`src/rtl/rca_pipe_addsub.sv`:
```
// rca_pipe_addsub: pipelined ripple-carry adder/subtractor with valid/ready.
// Ports:
//   clk, reset          - rising-edge clock, synchronous active-high reset
//   in_valid / in_ready - operand beat handshake (A, B, Cin, sub)
//   out_valid/out_ready - result beat handshake (S, Cout, V)
//   A, B   [WIDTH]      - operands
//   Cin                 - carry-in (add) / borrow-in (sub)
//   sub                 - 0 = A+B+Cin, 1 = A-B-Cin
//   S      [WIDTH]      - result modulo 2^WIDTH
//   Cout                - carry-out (add) / not-borrow (sub)
//   V                   - signed overflow
module rca_pipe_addsub #(
    parameter int WIDTH  = 40,
    parameter int STAGES = 4
) (
    input  logic             clk,
    input  logic             reset,
    input  logic             in_valid,
    output logic             in_ready,
    input  logic [WIDTH-1:0] A,
    input  logic [WIDTH-1:0] B,
    input  logic             Cin,
    input  logic             sub,
    output logic             out_valid,
    input  logic             out_ready,
    output logic [WIDTH-1:0] S,
    output logic             Cout,
    output logic             V
);

    localparam int SW     = (WIDTH + STAGES - 1) / STAGES;
    localparam int LAST_W = WIDTH - (STAGES - 1) * SW;

    if (WIDTH < 2) begin : g_err_width
        $error("rca_pipe_addsub: WIDTH must be >= 2");
    end
    if (STAGES < 1 || STAGES > WIDTH) begin : g_err_stages
        $error("rca_pipe_addsub: STAGES must be in 1..WIDTH");
    end
    if (LAST_W < 1) begin : g_err_slice
        $error("rca_pipe_addsub: last slice would be empty");
    end

    // Whole pipeline advances as one; it only stalls when a result
    // is waiting and downstream refuses it.
    logic en;
    assign en       = ~out_valid | out_ready;
    // Reset forces ready high; the reset branch below still drops the beat.
    assign in_ready = reset | en;

    for (genvar k = 0; k < STAGES; k++) begin : g_st
        localparam int LO = k * SW;
        localparam int HI = (k == STAGES - 1) ? WIDTH - 1 : LO + SW - 1;

        logic [WIDTH-1:0] a_in;
        logic [WIDTH-1:0] b_in;
        logic [WIDTH-1:0] s_in;
        logic [WIDTH-1:0] s_nx;
        logic             c_in;
        logic             c_nx;
        logic             vld_in;

        logic [WIDTH-1:0] s_q;
        logic             c_q;
        logic             vld_q;

        if (k == 0) begin : g_src
            // Subtraction is A + ~B + ~Cin.
            assign a_in   = A;
            assign b_in   = sub ? ~B : B;
            assign s_in   = '0;
            assign c_in   = Cin ^ sub;
            assign vld_in = in_valid;
        end else begin : g_src
            assign a_in   = g_st[k-1].g_skew.a_q;
            assign b_in   = g_st[k-1].g_skew.b_q;
            assign s_in   = g_st[k-1].s_q;
            assign c_in   = g_st[k-1].c_q;
            assign vld_in = g_st[k-1].vld_q;
        end

        // Ripple through this slice; lower result bits pass straight
        // through (de-skew), upper bits are filled by later stages.
        always_comb begin
            s_nx = s_in;
            c_nx = c_in;
            for (int i = LO; i <= HI; i++) begin
                s_nx[i] = a_in[i] ^ b_in[i] ^ c_nx;
                c_nx    = (a_in[i] & b_in[i])
                        | (a_in[i] & c_nx)
                        | (b_in[i] & c_nx);
            end
        end

        always_ff @(posedge clk) begin
            if (reset) begin
                vld_q <= 1'b0;
                s_q   <= '0;
                c_q   <= 1'b0;
            end else if (en) begin
                vld_q <= vld_in;
                s_q   <= s_nx;
                c_q   <= c_nx;
            end
        end

        if (k < STAGES - 1) begin : g_skew
            // Operands still needed by the upper slices.
            logic [WIDTH-1:0] a_q;
            logic [WIDTH-1:0] b_q;

            always_ff @(posedge clk) begin
                if (reset) begin
                    a_q <= '0;
                    b_q <= '0;
                end else if (en) begin
                    a_q <= a_in;
                    b_q <= b_in;
                end
            end
        end else begin : g_out
            // Overflow: operands share a sign and the result differs.
            logic v_nx;
            logic v_q;

            assign v_nx = (a_in[WIDTH-1] ~^ b_in[WIDTH-1])
                        & (s_nx[WIDTH-1] ^ a_in[WIDTH-1]);

            always_ff @(posedge clk) begin
                if (reset) begin
                    v_q <= 1'b0;
                end else if (en) begin
                    v_q <= v_nx;
                end
            end
        end
    end

    assign out_valid = g_st[STAGES-1].vld_q;
    assign S         = g_st[STAGES-1].s_q;
    assign Cout      = g_st[STAGES-1].c_q;
    assign V         = g_st[STAGES-1].g_out.v_q;

endmodule

```
`config.mk`:
```
export PLATFORM = sky130hd
export DESIGN_NAME = rca_pipe_addsub
export DESIGN_NICKNAME = d
export VERILOG_FILES = /design/src/rtl/rca_pipe_addsub.sv
export SDC_FILE = /design/constraint.sdc
export NUM_CORES = 1
export LEC_CHECK = 0
export BUFFER_PORTS_ARGS = -buffer_cell sky130_fd_sc_hd__buf_2
export CORE_ASPECT_RATIO = 1.25
export CORE_UTILIZATION = 46
export CTS_BUF_LIST = sky130_fd_sc_hd__clkbuf_4
export DETAILED_ROUTE_END_ITERATION = 8
export PLACE_DENSITY = 0.81
export SLEW_MARGIN = 20
export SYNTH_ARGS = -nofsm -noshare
export SYNTH_HDL_FRONTEND = slang
export SYNTH_SLANG_ARGS = --single-unit
```
`constraint.sdc`:
```
create_clock -name clk -period 6.35 [get_ports clk]
set_input_delay 1.905 -clock clk [delete_from_list [all_inputs] [get_ports clk]]
set_output_delay 1.905 -clock clk [all_outputs]
set_load 0.01 [all_outputs]
```
# Word-level counts from Yosys, hierarchy flattened
# Index checks and enable logic that the tools add are counted.
totals:
  ff_bits: 349
  word_cells: 308
  output_inout_bits: 44
  inputBits: 86
op_classes:
  n_mux: 1
  bitwise_logic: 288
ops:
  columns: ["operator", "count"]
  rows:
  - ["bitwise AND 1 bit", 121]
  - ["OR 1 bit", 82]
  - ["XOR 1 bit", 82]
  - ["two-way mux 40 bit", 1]
  - ["NOT 40 bit", 1]
  - ["NOT 1 bit", 1]
  - ["XNOR 1 bit", 1]

# Depth between registers and ports, before layout
logic_depth:
  ltp_word: 32
  depth_mapped: 18
  ltp_nobuf: 16

# Worst setup path before layout
# No wires, ideal clock.
synth_timing:
  path_kind: "in2reg"
  from: "in sub"
  to: "reg g_st[0].s_q[9]"
  arrival_time_ns: 6.517
  stages: 18
  slack_ns: -0.300
  cell_sequence: "buf_2 buf_4 buf_4 xor2_1 fa_1 inv_1 fa_1 fa_1 fa_1 fa_1 fa_1 fa_1 fa_1 fa_1 inv_1 fa_1 nand2_1 a21oi_1"
synth_via:
  elab_chain_len: 29
synth_lines:
  columns: ["item", "line_no", "text"]
  rows:
  - ["start: declaration", "23", "input logic sub,"]
  - ["two-way mux 40 bit / XOR 1 bit (equally long branches)", "70, 72", null]
  - ["bitwise AND 1 bit (on tied branches)", "89, 90", null]
  - ["OR 1 bit", "90", "| (a_in[i] & c_nx)"]
  - ["OR 1 bit", "91", "| (b_in[i] & c_nx);"]
  - ["bitwise AND 1 bit", "90", null]
  - ["OR 1 bit", "90", null]
  - ["OR 1 bit", "91", null]
  - ["bitwise AND 1 bit", "90", null]
  - ["(+14 left out)", null, null]
  - ["bitwise AND 1 bit", "90", null]
  - ["OR 1 bit", "90", null]
  - ["OR 1 bit", "91", null]
  - ["bitwise AND 1 bit", "90", null]
  - ["OR 1 bit", "90", null]
  - ["OR 1 bit", "91", null]
  - ["XOR 1 bit *", "88", "s_nx[i] = a_in[i] ^ b_in[i] ^ c_nx;"]
  - ["net g_st[0].s_nx[9]", "58", "logic [WIDTH-1:0] s_nx;"]
  - ["end signal: assignment", "102", "s_q <= s_nx;"]
  - ["end: declaration", "63", "logic [WIDTH-1:0] s_q;"]
# Mark *: on every way through the listed nets, which the timed path passes. The rest lies on a longest branch.
# A chain may end at the register's enable or synchronous reset.

# Worst setup path after layout
# Ends and elaborated chain as after synthesis.

==> metrics <==
outcome finished, final reports clean; post-detailed-route count of antenna-violating nets 0; total stage count of the critical path 16; reg-to-reg endpoint V; cell-internal power 2.25 mW; CP cell instances buf_2 -> xor2_1 -> fa_2 -> inv_1 -> fa_2 -> fa_2 -> fa_1 -> fa_1 -> fa_2 -> fa_2 -> fa_2 -> fa_1 -> inv_1 -> fa_1 -> nand2_1 -> a21oi_1; DRT Wirelength 18800 microns; count of cell types in the netlist 18; multiplexer share of the synthesized area 0%; DRC 0; xor/xnor cell area share of the yosys netlist 4.03%; worst hold-check path type flop to flop; maximum frequency from static timing analysis 174 MHz; gate family responsible for the most delay along the worst path adder cells; worst-case setup margin in the final layout 0.602 ns; hpwl dp 12100 microns; Critical path destination g_st[0].s_q[9]; Std-Cell Core Area 0.0195 sq mm; number of antenna violations at the first check in global routing 3; number of max-slew violations in the final report 0; worst setup slack before clock tree synthesis -0.0488 ns; worst r2r src g_st[2].c_q; worst hold slack across all endpoints 0.446 ns; share of the yosys chip area belonging to registers 50.2%; data required time at the worst endpoint 6.83 ns; die area 0.0204 sq mm; number of clock sinks seen by CTS 229; count of input and output buffers 129; clock transition at the registers of the reported paths 0.06 ns; worst-path maximum fanout 4; share of synthesized cell area in and, or, nand and nor gates 17.1%; num ports 130; deepest level of the CTS H-tree 2; maximum cell stage delay along the critical path 0.41 ns; number of cells upsized or downsized after cts 0; first-pass iteration count of the detailed router 4; start point of the critical path sub; wire length of the first global-routing pass 31200 microns; FF-to-FF path depth 16; number of buffers on the longest clock path 3; Switching Power 0.755 mW; met1 layer usage reported by global route 23.7%; power share of the clock group 38.1%; worst setup skew after layout 0.0232 ns; via count of the first global-routing pass 6750; post-CTS setup buffer count 0; Final Core Density 53.8%; setup repair after global routing missed its margin false; startpoint type of the worst setup path input pin; effective utilization at floorplan 46.9%; most frequent standard cell in the layout excluding fill and tap cells nand2_1; Cell Area, Synth 0.00913 sq mm; routed len/inst 12.7 microns; arrival time at the worst endpoint 6.23 ns; Power, Total 3.01 mW; synthesis warning total 0; Top cell by count, worst path fa_2; Sequential Power Share 52.8%; fraction of the mapped netlist area in compound gates 13.8%; synthesized area per cell 8.56 sq um; number of buffers inserted during clock tree synthesis 55; highest ir drop seen on vdd 0.172 mV; total global-route track usage 18.7%; hold violation total from the final report 0; gp weighted congestion 0.791; post-detailed-route via-to-cell ratio 4.83; number of nets in the finished design 1306; adder-cell share of the synthesized area 8.91%; layout overhead on the synthesized area 14.6%; cell with the biggest individual delay on the critical path fa_1; CTS tree yes; number of nets in the synthesized netlist 1194; minimum period implied by the final worst setup slack 5.75 ns; via count 7164; Worst Path Class, Setup input pin to flop; power density over cell area 287 mW/mm^2; worst skew pair latency 0.65 ns; Overflow after GRT 0; pin count of the biggest net entering global routing 130; dominant combinational cell family by area after synthesis simple AND/OR/NAND/NOR gates; combinational share of power 9.1%; total of hold buffers inserted after clock tree synthesis 0; Worst Setup End Kind flop; P_leak 4.40 nW; Bufs and invs on worst path 3; CTS Root Cell clkbuf_4; post-synthesis register bit count 229; final non-filler cell area 0.0105 sq mm; period utilisation layout 90.5%; gate count after technology mapping 1067; Placement Cell Area 0.00979 sq mm; GR Util met2 30.1%; violation count after the first detailed-route iteration 458; worst slew margin relative to its limit 35.5%; Final Setup Violations 0; Top Usage Layer GRT met2; Rows 57; chip width 128 microns; Slew @ Worst Pin 0.967 ns; share of cells above drive strength 1 19.2%; max-capacitance violation count 0; switching share of power 25.1%; die span in y 160 microns; slack of the worst reg-to-reg path 1.39 ns; global routing usage on met3 3.60%; most frequent cells in the layout nand2_1 (361), dfxtp_1 (229), a21oi_1 (181)
## worst min path at each step
stage,end,cells past startpoint,slack (ns),startpoint
6_report,S[9],2,0.45,S[9]
5_1_grt,g_st[2].s_q[12],2,0.47,g_st[2].s_q[12]
4_1_cts,S[17],2,0.45,S[17]
3_5_place_dp,S[37],2,0.44,S[37]
3_3_place_gp,S[15],2,0.44,S[15]
2_1_floorplan,g_st[0].g_skew.a_q[10],2,0.43,g_st[0].g_skew.a_q[10]
## Yosys cell counts (all sizes together)
cell / number / area share (%)
a211oi: 47 / 3.9
a21oi: 181 / 9.9
buf: 55 / 3.5
clkbuf: 27 / 1.2
dfxtp: 229 / 50
fa: 40 / 8.8
ha: 1 / 0.14
inv: 31 / 1.3
nand2: 361 / 15
nand2b: 2 / 0.14
nor2: 49 / 2.0
nor2b: 1 / 0.069
or3: 1 / 0.069
xnor2: 36 / 3.5
xor2: 6 / 0.58
## worst register-to-register path, delay by kind of cell (launching register included)
| family | cells | cell delay, ns |
|---|---|---|
| DFF | 1 | 0.31 |
| adders and majority gates | 10 | 3.78 |
| AOI/OAI and AO/OA | 1 | 0.13 |
| buffers and inverters | 3 | 0.19 |
| and+or+nand+nor | 1 | 0.30 |
| xor gates and xnor gates | 1 | 0.15 |
## through the flow
stage,cells,setup TNS (ns)
finish,1484,0
global route,1484,0
CTS,1481,0
detailed placement,1387,-0.0488
global placement,1387,0
floorplan,1067,0
## kinds of logic (layout without fill, tap and decap cells)
family	after synthesis	in the layout
simple gates	414	414
compound gates	228	228
other cells	0	3
flops	229	229
buf+inv	113	262
xor+xnor	42	42
fa+ha+maj	41	41
## registers in the layout, indices dropped and copies added, names as in the netlist
register         flops
g_st.g_skew.a_q     60
g_st.g_skew.b_q     60
g_st.s_q            60
S                   40
g_st.c_q             3
g_st.vld_q           3
Cout                 1
V                    1
out_valid            1
## area by class of cell
type	instances	area [sq um]
fill	1841	9000
tap	265	332
timing repair buffer	137	724
multi-input combinational	725	4030
sequential	229	4580
inverter	31	116
clock buffer	83	623
antenna	3	7.51
clock inverter	11	45.0
## layer usage
metal	up-vias	share of wire, %	wire length (microns)
met2	157	49	9160
met3	49	3.8	721
met1	3296	44	8290
li1	3662	-	-
met4	0	3.3	629
met5	-	0	0
## power by group through the flow
stage	Combinational [mW]	Sequential (mW)	Clock [mW]
after floorplan	0.188	1.61	0
after global placement	0.267	1.62	0
after detailed placement	0.277	1.62	0
after CTS	0.279	1.59	1.19
after global routing	0.314	1.60	1.26
final	0.275	1.59	1.14
Power figures use the tool's default switching activity.
